`config.mk`:
```
export PLATFORM = sky130hd
export DESIGN_NAME = rv32i_wb_port_arbiter
export DESIGN_NICKNAME = d
export VERILOG_FILES = /design/src/rtl/rv32i_wb_port_arbiter.sv
export SDC_FILE = /design/constraint.sdc
export NUM_CORES = 1
export LEC_CHECK = 0
export ABC_AREA = 0
export BUFFER_PORTS_ARGS = -buffer_cell sky130_fd_sc_hd__buf_2
export CAP_MARGIN = 20
export CORE_MARGIN = 1.5
export CORE_UTILIZATION = 49
export CTS_BUF_LIST = sky130_fd_sc_hd__clkbuf_8
export CTS_CLUSTER_DIAMETER = 60
export CTS_CLUSTER_SIZE = 28
export DETAILED_ROUTE_END_ITERATION = 8
export PLACE_DENSITY = 0.89
export SLEW_MARGIN = 20
export SYNTH_ARGS = -nofsm -noshare
export SYNTH_HDL_FRONTEND = slang
export SYNTH_SLANG_ARGS = --single-unit
```
`constraint.sdc`:
```
create_clock -name i_clk -period 4.55 [get_ports i_clk]
set_input_delay 0.91 -clock i_clk [delete_from_list [all_inputs] [get_ports i_clk]]
set_output_delay 0.91 -clock i_clk [all_outputs]
set_load 0.01 [all_outputs]
```
`src/rtl/rv32i_wb_port_arbiter.sv`:
```
// Register-file write-port arbiter between pipeline write-back and the mul/div unit.
// Optional perf counters are enabled by defining WB_ARB_PERF_EN.
module rv32i_wb_port_arbiter #(
  parameter int WIDTH    = 32,
  parameter int MAX_WAIT = 4
) (
  input  logic             i_clk,
  input  logic             i_rst,
  input  logic             i_wb_valid,
  input  logic [4:0]       i_wb_rd,
  input  logic [WIDTH-1:0] i_wb_data,
  output logic             o_pipe_stall,
  input  logic             i_md_valid,
  input  logic [4:0]       i_md_rd,
  input  logic [WIDTH-1:0] i_md_data,
  output logic             o_md_ready,
  output logic             o_rf_we,
  output logic [4:0]       o_rf_rd,
  output logic [WIDTH-1:0] o_rf_data,
  output logic             o_rf_src_md
`ifdef WB_ARB_PERF_EN
  ,
  output logic [31:0]      o_perf_stall_cnt,
  output logic [31:0]      o_perf_md_wr_cnt
`endif
);

  localparam int CW = (MAX_WAIT > 1) ? $clog2(MAX_WAIT) : 1;
  localparam logic [CW-1:0] WAIT_LAST = CW'(MAX_WAIT - 1);

  typedef enum logic {ST_IDLE = 1'b0, ST_PEND = 1'b1} state_t;

  state_t           state_r, state_nxt_s;
  logic [4:0]       pend_rd_r, pend_rd_nxt_s;
  logic [WIDTH-1:0] pend_data_r, pend_data_nxt_s;
  logic [CW-1:0]    wait_cnt_r, wait_nxt_s;
  logic             wb_req_s, md_grant_s, pipe_grant_s, md_ready_s, md_accept_s;

  // x0 writes never contend for the port
  assign wb_req_s = i_wb_valid && (i_wb_rd != 5'd0);

  // State, holding register and wait counter
  always_ff @(posedge i_clk) begin
    if (i_rst) begin
      state_r     <= ST_IDLE;
      pend_rd_r   <= 5'd0;
      pend_data_r <= '0;
      wait_cnt_r  <= '0;
    end else begin
      state_r     <= state_nxt_s;
      pend_rd_r   <= pend_rd_nxt_s;
      pend_data_r <= pend_data_nxt_s;
      wait_cnt_r  <= wait_nxt_s;
    end
  end

  // Arbitration, next state and port outputs
  always_comb begin
    state_nxt_s     = state_r;
    pend_rd_nxt_s   = pend_rd_r;
    pend_data_nxt_s = pend_data_r;
    wait_nxt_s      = wait_cnt_r;
    md_grant_s      = 1'b0;
    pipe_grant_s    = 1'b0;
    o_pipe_stall    = 1'b0;
    o_md_ready      = 1'b1;
    o_rf_we         = 1'b0;
    o_rf_rd         = 5'd0;
    o_rf_data       = '0;
    o_rf_src_md     = 1'b0;

    case (state_r)
      ST_IDLE: begin
        md_grant_s   = 1'b0;
        pipe_grant_s = wb_req_s;
      end
      ST_PEND: begin
        // Same-rd rule keeps the older mul/div write ahead of the pipeline write
        md_grant_s   = !wb_req_s || (i_wb_rd == pend_rd_r) || (wait_cnt_r == WAIT_LAST);
        pipe_grant_s = wb_req_s && !md_grant_s;
      end
      default: begin
        md_grant_s   = 1'b0;
        pipe_grant_s = 1'b0;
      end
    endcase

    md_ready_s  = (state_r == ST_IDLE) || md_grant_s;
    md_accept_s = i_md_valid && md_ready_s;

    if (md_accept_s && (i_md_rd != 5'd0)) begin
      state_nxt_s     = ST_PEND;
      pend_rd_nxt_s   = i_md_rd;
      pend_data_nxt_s = i_md_data;
      wait_nxt_s      = '0;
    end else if (md_grant_s) begin
      state_nxt_s = ST_IDLE;
    end else if ((state_r == ST_PEND) && (wait_cnt_r != WAIT_LAST)) begin
      wait_nxt_s = wait_cnt_r + CW'(1);
    end else begin
      state_nxt_s = state_r;
    end

    if (i_rst) begin
      o_md_ready = 1'b1;
    end else if (md_grant_s) begin
      o_md_ready   = 1'b1;
      o_rf_we      = 1'b1;
      o_rf_rd      = pend_rd_r;
      o_rf_data    = pend_data_r;
      o_rf_src_md  = 1'b1;
      o_pipe_stall = wb_req_s;
    end else if (pipe_grant_s) begin
      o_md_ready = md_ready_s;
      o_rf_we    = 1'b1;
      o_rf_rd    = i_wb_rd;
      o_rf_data  = i_wb_data;
    end else begin
      o_md_ready = md_ready_s;
    end
  end

`ifdef WB_ARB_PERF_EN
  // Stall-cycle and mul/div-write event counters, free-running and wrapping
  always_ff @(posedge i_clk) begin
    if (i_rst) begin
      o_perf_stall_cnt <= 32'd0;
      o_perf_md_wr_cnt <= 32'd0;
    end else begin
      o_perf_stall_cnt <= o_perf_stall_cnt + {31'd0, o_pipe_stall};
      o_perf_md_wr_cnt <= o_perf_md_wr_cnt + {31'd0, o_rf_we && o_rf_src_md};
    end
  end
`endif

endmodule
```
### Word level (Yosys, flattened, before mapping)

Cells that the tools add are included.

| word-level totals | value |
|---|---|
| bits in writable memories | 0 |
| bits in registers | 40 |
| memories kept | 0 |
| input port bits | 78 |
| bits in latches | 0 |
| bits in read-only memories | 0 |

| operators by class | value |
|---|---|
| multiply operators | 0 |
| shift operators | 0 |
| reductions and logical operators | 15 |
| multiplexer cells | 19 |
| $add $sub $neg | 1 |
| order comparisons | 0 |
| equality and inequality tests | 3 |
| div/mod/pow operators | 0 |
| bitwise operators | 2 |

Operators by type and width:

| kind | number |
|---|---|
| $mux W32 | 3 |
| $mux W5 | 3 |
| $mux W1 | 11 |
| $reduce_bool A5 Y1 | 2 |
| $eq A5 B5 Y1 | 1 |
| $logic_and A1 B1 Y1 | 5 |
| $pmux W1 S2 | 2 |
| $logic_or A1 B1 Y1 | 3 |
| $add A2 B1 Y2 const B | 1 |
| $eq A2 B2 Y1 const B | 1 |
| $logic_not A1 Y1 | 2 |
| $ne A2 B2 Y1 const B | 1 |
| $not A1 Y1 | 2 |
| $reduce_and A2 Y1 | 1 |
| $reduce_bool A2 Y1 | 1 |
| $reduce_or A2 Y1 | 1 |

### Longest topological paths before layout

| logic depth | value |
|---|---|
| word-level depth | 11 |
| mapped depth | 7 |
| mapped depth without buffers | 5 |

### Worst setup path after synthesis

Ideal clock, no wire load.

| timing path | value |
|---|---|
| path type | input to output |
| from | in i_wb_rd[3] |
| to | out o_rf_data[10] |
| arrival | 2365 ps |
| setup slack | 1275 ps |
| data required time | 3640 ps |
| stages | 6 |
| cell sequence | or4_1 -> o21ai_1 -> o211a_2 -> buf_2 -> buf_4 -> a22o_1 |

| on the way | value |
|---|---|
| word-level cells in the longest chain between the ends | 11 |
| elaborated cells on any way between the ends | 13 |
| those cells by class | 1 x eq/ne; 5 x mux; 7 x reduce/logical |

Ends and longest elaborated chain:

| element | RTL line | source |
|---|---|---|
| start: declaration | 10 | `input logic [4:0] i_wb_rd,` |
| $reduce_bool A5 Y1 | 40 | `assign wb_req_s = i_wb_valid && (i_wb_rd != 5'd0);` |
| $logic_and A1 B1 Y1 | 40 |  |
| $logic_not A1 Y1 | 79 | `md_grant_s = !wb_req_s \|\| (i_wb_rd == pend_rd_r) \|\| (wait_cnt_r == WAIT_LAST);` |
| $logic_or A1 B1 Y1 (2 in a row) | 79 |  |
| $logic_not A1 Y1 | 80 | `pipe_grant_s = wb_req_s && !md_grant_s;` |
| $logic_and A1 B1 Y1 | 80 |  |
| $pmux W1 S2 | 72 | `case (state_r)` |
| $mux W32 | 113 | `end else if (pipe_grant_s) begin` |
| $mux W32 (*) | 106 | `end else if (md_grant_s) begin` |
| $mux W32 (*) | 104 | `if (i_rst) begin` |
| end: declaration | 19 | `output logic [WIDTH-1:0] o_rf_data,` |

Mark *: on every way between the ends. The rest lies on a longest branch, timed or not.

### Final worst setup path

| timing path | value |
|---|---|
| from | in i_wb_rd[2] |
| to | out o_rf_rd[3] |

| on the way | value |
|---|---|
| word-level cells in the longest chain between the ends | 11 |
| elaborated cells on any way between the ends | 13 |
| those cells by class | 1 x eq/ne; 5 x mux; 7 x reduce/logical |

Ends and longest elaborated chain:

| element | RTL line | source |
|---|---|---|
| $reduce_bool A5 Y1 | 40 |  |
| $logic_and A1 B1 Y1 | 40 |  |
| $logic_not A1 Y1 | 79 |  |
| $logic_or A1 B1 Y1 (2 in a row) | 79 |  |
| $logic_not A1 Y1 | 80 |  |
| $logic_and A1 B1 Y1 | 80 |  |
| $pmux W1 S2 | 72 |  |
| $mux W5 | 113 |  |
| $mux W5 (*) | 106 |  |
| $mux W5 (*) | 104 |  |
| end: declaration | 18 | `output logic [4:0] o_rf_rd,` |

Marked as above.

==> results.md <==
* Fin worst setup slack at 0.512 ns
* Power Total at roughly 0.00079 W
* Vias per cell at between 5 and 6
* Vias in the first global route at 1881
* Post-synthesis cell area at ~2100 µm²
* Worst skew pair latency at about 0.29 ns
* Crit-path max cell delay at roughly 0.64 ns
* TritonCTS clock tree: built
* Clock root cell: clkbuf_8
* Drt drc at 0
* Synth unique cells at 30
* Worst setup SP type: input port
* Slew Limit Fails at 0
* Dominant synthesized flop cell: dfxtp_1
* Most common cell in the netlist: nand2_1
* CTS buffer count at 5
* Worst EP required at 3.64 ns
* Fin. Hold Viols at 0
* Setup bufs post-CTS at 0
* VDD IR max at 0.213 mV
* Initial antenna violation count at 0
* Fraction of registers with async set/reset at 0%
* Io pins at approximately 120
* Gate count of the mapped netlist at 240
* I/O Buffers at ~120
* Post-route cell area at about 2800 µm²
* Clock Tree Buf Depth at 2
* EDFF count, synth at 0
* CTS Sinks at 40
* Worst-path cell chain: buf_2 -> xnor2_1 -> nand3_1 -> o31ai_1 -> o211a_2 -> buf_4 -> a22o_1 -> buf_2
* Die Height at between 60 and 70 µm
* Area grow syn2layout at 32.3%
* GR Overflow Total at 0
* P_leak at between 1 and 1.5 nW
* First-pass GRT wire length at 7.84 mm
* WHS at roughly 0.46 ns
* Starting density of the core at between 50% and 60%
* Clock Pin Slew Worst Setup and Hold Paths at ~0.070 ns
* Slew @ Worst Pin at between 0.7 and 0.8 ns
* # fillers at between 300 and 400
* WL/cell at around 13 µm
* Placer Congestion at approximately 0.79
* Core Area at a little over 4000 µm²
* Status: completed
* Crit path max fanout at 22
* Post-CTS resize count at 0
* Post-DP HPWL at 3.73 mm
* Largest net degree at the start of global routing at 76
* Diodes inserted at 0
* Ys Warns at 0
* Max Clock Skew at between 0.005 and 0.006 ns
* Crit path time final at 4.04 ns
* PD cells at around 280 nW/µm²
* Relative slew slack at roughly 52%
* H-Tree Depth at 2
* Maximum clock frequency at ~250 MHz
* Die W at 68.6 µm
* Slowest CP cell: o31ai_1
* Die ar. at ~4700 µm²
* HP Class: reg -> reg
* Register bit total from synthesis at 40
* Total nets after synthesis at between 300 and 400
* Top cell by count, worst path: buf_2
* TNS Setup at 0 ns
* Tcrit/Tclk final at roughly nine tenths
* CP arrival at between 3 and 4 ns
* Place WS at 0.527 ns
* Final wirelength at slightly above 5 mm
* DRT iter0 DRCs at 70
* Nets at 429
* First-pass DRT Iterations at 4
* Commonest cells post-synth: nand2_1 (76), dfxtp_1 (40), a22o_1 (37), mux2i_1 (37), clkbuf_1 (11)
* Critical path class: in -> out
* Syn_area_per_cell at approximately 8.8 µm²
* DP Area at between 2000 and 3000 µm²
* Total track usage at between 20% and 30%
* Share of cells above drive strength 1 at between 30% and 40%
* Yosys top cell by area: dfxtp_1
* RSZ-0062 raised after global routing: false
* Via count at approximately 2.1k
* Synth area leaders: dfxtp_1 (38%), mux2i_1 (18%), a22o_1 (15%), nand2_1 (14%), clkbuf_1 (2.0%)
* Top cell type's share of synthesized area at roughly 38%
* # hold bufs at CTS at 0
* Placement Rows at 23
* Max Cap Violations at 0
* Sequential fraction of the synthesis area at 38.0%
* Crit end category: output port
* # setup viols final at 0
* Routed Antenna Nets at 0
## cells in the final DEF, fill, tap and decap left out
cell	n
o21ai_1	2
a22o_1	37
o31a_1	1
o211a_2	1
buf_2	118
or4_1	2
clkinvlp_4	1
and2_4	1
a211oi_4	1
inv_1	2
a211oi_1	2
nor2_1	2
ha_1	1
mux2i_1	37
a21oi_4	1
a21oi_1	1
buf_4	4
o21a_1	1
xnor2_1	3
clkbuf_8	6
dfxtp_1	40
o31ai_1	1
xor2_1	2
nand3_1	3
o21ai_0	2
inv_2	1
or3_1	1
nand2_1	76
and2_1	1
## sequential cells by signal (all words and copies together) (netlist names)
register,cells
state_r,1
pend_rd_r,5
pend_data_r,32
wait_cnt_r,2
## worst paths after layout
check / start / end / slack (ns) / cells after the start
worst max-delay path: i_wb_rd[2] / o_rf_rd[3] / 0.51 / 8
worst min-delay path: pend_data_r[13] / pend_data_r[13] / 0.46 / 2
worst max register to register: pend_rd_r[2] / pend_data_r[17] / 2.51 / 6
worst min register to register: pend_data_r[13] / pend_data_r[13] / 0.46 / 2
## routing by layer
layer | up-vias | GRT usage, % | routed length (µm)
met5 | - | 0 | 0
met4 | 0 | 10.0 | 105
met3 | 11 | 5.19 | 383
met2 | 93 | 38.8 | 2470
met1 | 949 | 25.7 | 2170
li1 | 1060 | - | -
## cells by family after synthesis
group | share of synthesized area, %
compound gates | 20.2
xor+xnor | 2.08
fa+ha+maj | 0.593
buf+inv | 5.28
flops | 38.0
mux | 17.6
simple gates | 16.3
## cell type report
| class | count | area, µm² | share of cell area, % |
|---|---|---|---|
| multi-input cells | 179 | 1200 | 43.2 |
| flip-flops and latches | 40 | 801 | 28.7 |
| repair buffers | 122 | 621 | 22.2 |
| clock buffers | 6 | 82.6 | 2.96 |
| well taps | 50 | 62.6 | 2.24 |
| clock inverters | 2 | 11.3 | 0.404 |
| inverters | 2 | 7.51 | 0.269 |
## metrics by stage
step | cells | util [%]
after floorplan | 240 | -
after global placement | 393 | 66.5
final | 401 | 68.8
after detailed placement | 393 | 66.5
after CTS | 401 | 68.8
after global routing | 401 | 68.8
## report_power, final
part | internal, W | switching [W]
clock | 0.000121 | 0.000121
combinational | 0.0000784 | 0.0000803
sequential | 0.000374 | 0.0000156
## worst max-delay path: cells and delay by family
| kind | cells | cell delay (ns) |
|---|---|---|
| xor+xnor | 1 | 0.14 |
| buf+inv | 3 | 0.58 |
| compound gates | 3 | 1.35 |
| simple gates | 1 | 0.12 |
(Power assumes the default switching activity.)
